**src/rtl/pem_pc_rd_merge.sv**
```systemverilog
// Merges in-order read-response streams from PC_NB HBM pseudo-channels into a
// single ordered word stream, consuming from one pseudo-channel per turn in round-robin order.
module pem_pc_rd_merge #(
    parameter int PC_NB  = 2,
    parameter int DATA_W = 512,
    parameter int CNT_W  = 16,
    parameter int PC_W   = (PC_NB > 1) ? $clog2(PC_NB) : 1
) (
    input  logic                     clk,
    input  logic                     a_rst,
    input  logic                     cmd_vld,
    output logic                     cmd_rdy,
    input  logic [CNT_W-1:0]         cmd_word_nb,
    input  logic [PC_W-1:0]          cmd_pc_start,
    input  logic [PC_NB*DATA_W-1:0]  pc_data,
    input  logic [PC_NB-1:0]         pc_vld,
    output logic [PC_NB-1:0]         pc_rdy,
    output logic [DATA_W-1:0]        out_data,
    output logic                     out_vld,
    input  logic                     out_rdy,
    output logic                     out_last,
    output logic                     done,
    output logic                     busy
);

    typedef enum logic [1:0] {
        ST_IDLE  = 2'd0,
        ST_RUN   = 2'd1,
        ST_DRAIN = 2'd2,
        ST_DONE  = 2'd3
    } state_t;

    state_t             state_r;
    logic [PC_W-1:0]    ptr_r;
    logic [CNT_W-1:0]   remaining_r;

    logic               load_en_s;
    logic               sel_vld_s;
    logic [DATA_W-1:0]  sel_data_s;
    logic               take_s;
    logic [PC_W-1:0]    ptr_nxt_s;

    // Output register can accept a new word when empty or being drained this cycle.
    assign load_en_s = !out_vld || out_rdy;
    assign take_s    = (state_r == ST_RUN) && load_en_s && sel_vld_s;
    assign ptr_nxt_s = (ptr_r == PC_W'(PC_NB - 1)) ? {PC_W{1'b0}} : ptr_r + PC_W'(1);
    assign cmd_rdy   = (state_r == ST_IDLE);

    // AND-OR select of the data/valid of the pseudo-channel currently owning the turn.
    always_comb begin
        sel_data_s = {DATA_W{1'b0}};
        sel_vld_s  = 1'b0;
        for (int i = 0; i < PC_NB; i++) begin
            sel_data_s = sel_data_s | (pc_data[i*DATA_W +: DATA_W] & {DATA_W{ptr_r == PC_W'(i)}});
            sel_vld_s  = sel_vld_s | (pc_vld[i] & (ptr_r == PC_W'(i)));
        end
    end

    // Only the selected pseudo-channel is offered ready; it never depends on pc_vld.
    always_comb begin
        pc_rdy = {PC_NB{1'b0}};
        for (int i = 0; i < PC_NB; i++) begin
            pc_rdy[i] = (state_r == ST_RUN) && load_en_s && (ptr_r == PC_W'(i));
        end
    end

    // Command FSM with the output register and all registered status outputs.
    always_ff @(posedge clk or posedge a_rst) begin
        if (a_rst) begin
            state_r     <= ST_IDLE;
            ptr_r       <= {PC_W{1'b0}};
            remaining_r <= {CNT_W{1'b0}};
            out_data    <= {DATA_W{1'b0}};
            out_vld     <= 1'b0;
            out_last    <= 1'b0;
            done        <= 1'b0;
            busy        <= 1'b0;
        end else begin
            done <= 1'b0;
            case (state_r)
                ST_IDLE: begin
                    if (cmd_vld) begin
                        remaining_r <= cmd_word_nb;
                        ptr_r       <= cmd_pc_start;
                        busy        <= 1'b1;
                        if (cmd_word_nb == CNT_W'(0)) begin
                            state_r <= ST_DONE;
                            done    <= 1'b1;
                        end else begin
                            state_r <= ST_RUN;
                        end
                    end
                end
                ST_RUN: begin
                    if (take_s) begin
                        out_data    <= sel_data_s;
                        out_vld     <= 1'b1;
                        out_last    <= (remaining_r == CNT_W'(1));
                        remaining_r <= remaining_r - CNT_W'(1);
                        ptr_r       <= ptr_nxt_s;
                        if (remaining_r == CNT_W'(1)) begin
                            state_r <= ST_DRAIN;
                        end
                    end else if (out_vld && out_rdy) begin
                        out_vld  <= 1'b0;
                        out_last <= 1'b0;
                    end
                end
                ST_DRAIN: begin
                    // Only the final word can sit in the register here.
                    if (out_vld && out_rdy) begin
                        out_vld  <= 1'b0;
                        out_last <= 1'b0;
                        if (out_last) begin
                            state_r <= ST_DONE;
                            done    <= 1'b1;
                        end
                    end
                end
                ST_DONE: begin
                    state_r <= ST_IDLE;
                    busy    <= 1'b0;
                end
                default: begin
                    state_r <= ST_IDLE;
                    busy    <= 1'b0;
                end
            endcase
        end
    end

endmodule

```
**config.mk**
```make
export PLATFORM = sky130hd
export DESIGN_NAME = pem_pc_rd_merge
export DESIGN_NICKNAME = d
export VERILOG_FILES = /design/src/rtl/pem_pc_rd_merge.sv
export SDC_FILE = /design/constraint.sdc
export NUM_CORES = 1
export LEC_CHECK = 0
export ABC_AREA = 1
export CORE_AREA = 2 2 605 607
export DETAILED_ROUTE_END_ITERATION = 7
export DIE_AREA = 0 0 607 609
export PLACE_DENSITY = 0.3
export SLEW_MARGIN = 25
export SYNTH_ARGS = -nofsm -noshare
export SYNTH_HDL_FRONTEND = slang
export SYNTH_SLANG_ARGS = --single-unit
```
**constraint.sdc**
```tcl
create_clock -name clk -period 57.2 [get_ports clk]
set_clock_uncertainty 0.1 [all_clocks]
set_input_delay 11.44 -clock clk [delete_from_list [all_inputs] [get_ports clk]]
set_output_delay 11.44 -clock clk [all_outputs]
set_load 0.05 [all_outputs]
```
==> results.env <==
DIE_AREA_UM2=369700
LARGEST_NET_DEGREE_AT_THE_START_OF_GLOBAL_ROUTING=221
VDD_IR_DROP_MAX_mV=0.03142
GRT_REMAINING_OVERFLOW=0
SYNTHDOMINANTAREACELLTYPE='dfrtp_1'
RUN_STATUS='completed'
MOST_INSTANTIATED_LIBRARY_CELL_AFTER_SYNTHESIS='nand2_1'
WORST_EP_ARRIVAL_TIME_NS=13.21
CLOCK_TREE.HTREE_LEVEL_COUNT=3
DRT_ITER0_DRC=2031
NETLIST_INSTANCES=3063
CLOCK-ROOT-BUFFER='clkbuf_16'
START_UTIL=0.06741
REGISTER_AREA_UM2=13390
PWR-SHARE-CLK=0.174
GP_CONGESTION=0.9393
POWER_SWITCHING_mW=1.742
WORST-SETUP-PATH-TYPE='primary input to output pin'
FRACTION_OF_THE_YOSYS_AREA_TAKEN_BY_SEQUENTIAL_CELLS=0.5458
MAX_CAP_VIOL_COUNT=0
POWER.SHARE.SWITCHING=0.5441
SYNTH_EDF_COUNT=0
DRIVE_GT1_FRAC=0.03978
TNS_NS=0
RSZ0062_AT_GRT='no'
SYNTHESIS.AREA_UM2=24530
CTS_REPAIR_RESIZE_COUNT=0
NUMCLOCKSINKS=535
ROUTEDWLPERCELL_UM=31.05
NUMNETS_FINAL=5570
ACHIEVABLE_CLOCK_FREQUENCY_MHz=40.40
DIEHEIGHT_UM=609
DESIGN.CORE.AREA_UM2=363900
FINAL_UTIL=0.1331
POST_ROUTE_WORST_HOLD_SLACK_NS=0.4168
DP_HPWL_MM=254.8
SLEW_HEADROOM=0.2828
NUMBER_OF_GLOBAL_ROUTE_VIAS_BEFORE_REPAIR=29360
PWR-SHARE-SEQ=0.225
NUMBER_OF_SETUP_VIOLATIONS_IN_THE_FINAL_REPORT=0
POST_CTS_BUFFERS=0
NUM_ROWS=222
POST_SYNTH_MOST_FREQUENT_CELLS='nand2_1 (1117), nor2_1 (565), dfrtp_1 (535)'
FILLER_CELL_COUNT=41810
PLACE.PORT_BUFFERS=1565
DOMINANTREGCELLSYNTH='dfrtp_1'
SYNTH_TOP_CELL_AREA_SHARE=0.5458
AREAGROWTHSYNTHTOFINISH_PCT=97.44
MIN_PERIOD_NS=24.75
WORST_SETUP_PATH_END_KIND='output pin'
DRC=0
POWER_REPORT.INTERNAL_TOTAL_mW=1.460
CRIT_REQUIRED_NS=45.66
DETAIL_ROUTE.VIAS_PER_CELL=3.178
CRIT_PATH_START_KIND='primary input'
PLEAK_nW=18.15
ROUTE.FINAL.WIRE_LENGTH_MM=293.6
FINALWORSTSETUPSLACK_NS=32.45
NETLIST_TOP_CELLS_AREA='dfrtp_1 (55%), nand2_1 (17%), a31oi_1 (13%)'
POST_CTS_CLOCK_SLEW_AT_THE_LAUNCH_AND_CAPTURE_REGISTERS_OF_THE_WORST_SETUP_AND_HOLD_PATHS_NS=0.07
DRT_FIRST_PASS_ITERS=5
PIN_COUNT=1566
CTS-HOLD-FIX-BUFFERS=0
VIAS=30050
CLOCKBUFFERDEPTH=4
CTS_INSERTED_BUFFERS=85
SYNTHDISTINCTLIBCELLS=22
CTS_TREE='done'
FLOP_AND_LATCH_COUNT_OUT_OF_SYNTHESIS=535
WORSTMARGINPINSLEW_NS=1.072
HOLDCRITPATHCLASS='register to register'
POST-ROUTE-PERIOD-UTIL=0.4327
POWER.DENSITY_CELL_AREA_nW_PER_UM2=66.11
WORST_SKEW_PAIR.LATE_LATENCY_NS=0.83
AREA_OF_THE_MULTI_INPUT_GATES_UM2=9931
SYN_NETS=4116
SYNTH_ASYNC_SR_FLOP_SHARE=1.000
HOLD_VIOL_FINAL=0
YOSYS_WARNINGS=0
AVGSYNTHCELLAREA_UM2=8.008
GRT_FIRST_PASS_WIRELENGTH_MM=359.3
DIE_X_UM=607
DPL_WORST_SLACK_NS=32.44
FINAL-MAX-SLEW-VIOLATION-COUNT=0
COMB_POWER_SHARE=0.602
GRT.TOTAL_USAGE=0.1532
CRIT_PATH_MAX_FANOUT=4
GRT_ANTENNA_BEFORE_REPAIR=370
POSTROUTEANTENNANETS=0
## power groups by stage
| stage | registers [mW] | clock network, mW | logic [mW] |
|---|---|---|---|
| floorplan | 1.31 | 0 | 0.502 |
| global placement | 0.720 | 0 | 1.97 |
| finish | 0.719 | 0.557 | 1.93 |
| CTS | 0.722 | 0.583 | 1.97 |
| global route | 0.745 | 0.591 | 2.04 |
| detailed placement | 0.726 | 0 | 1.97 |
## per-layer routing
| metal | global-route usage | part of all wire | up-vias |
|---|---|---|---|
| met4 | 0.03686 | 0.031 | 216 |
| met2 | 0.2553 | 0.46 | 1594 |
| met1 | 0.1667 | 0.38 | 14330 |
| met3 | 0.08660 | 0.12 | 742 |
| met5 | 0 | 0.0049 | - |
| li1 | - | - | 13170 |
## stage by stage
step | total power, mW | instance area [um^2] | instances
CTS | 3.277 | 48240 | 9390
finish | 3.202 | 48430 | 9456
floorplan | 1.814 | 24530 | 3063
detailed placement | 2.693 | 45430 | 9245
global route | 3.380 | 48310 | 9410
global placement | 2.686 | 45420 | 9245
## registers in the layout, indices dropped and copies added, names as in the netlist
name	cells
out_vld	1
remaining_r	16
done	1
state_r	2
out_last	1
busy	1
out_data	512
ptr_r	1
## critical path: stages
cell and delay, ns:
clkdlybuf4s50_1 0.52, inv_1 0.06, nand2_1 0.14, nand2_2 0.12
nor2_1 0.10, clkdlybuf4s50_1 0.82
## area by class of cell
type	count	area share
clock inverters	18	0.006304
clock buffers	127	0.05175
multi-input cells	2261	0.2051
flip-flops and latches	535	0.2765
well taps	4816	0.1244
diodes	65	0.003359
inverters	33	0.003049
repair buffers	1601	0.3295
## cell usage in the layout, fill, tap and decap left out, types with 2 or more instances in the layout
cell             count
nand2_1           1117
clkbuf_16           86
buf_4               41
a21oi_1              7
buf_2                2
inv_6                2
buf_6                3
dfrtp_1            534
nand3_1             24
clkbuf_8            20
clkinv_2             5
inv_16               2
clkdlybuf4s50_1   1550
nor2_1             565
a31oi_1            512
diode_2             65
buf_12               3
bufinv_16            7
o21ai_0             22
ha_1                 6
clkbuf_1            21
inv_1               31
## path summary, 6_finish.rpt
| path | endpoint | slack, ns | cells past startpoint | start |
|---|---|---|---|---|
| max | pc_rdy[0] | 32.45 | 6 | out_rdy |
| min | busy | 0.42 | 2 | busy |
| max reg2reg | out_data[365] | 50.69 | 10 | ptr_r |
| min reg2reg | busy | 0.42 | 2 | busy |
| max in group asynchronous | out_data[37] | 43.48 | 5 | a_rst |
| min in group asynchronous | out_data[141] | 11.03 | 2 | a_rst |
## cell families (layout without fill, tap and decap cells)
logic type	after synthesis	in the layout	share of synthesized area
buffers and inverters	267	1779	0.04979
adder cells (fa/ha/maj)	6	6	0.003061
flip-flops	535	535	0.5458
AND/OR/NAND/NOR	1710	1710	0.2636
AO/OA/AOI/OAI	544	544	0.1374
XOR/XNOR	1	1	0.0003571
other	0	65	0
(Power assumes the default switching activity.)
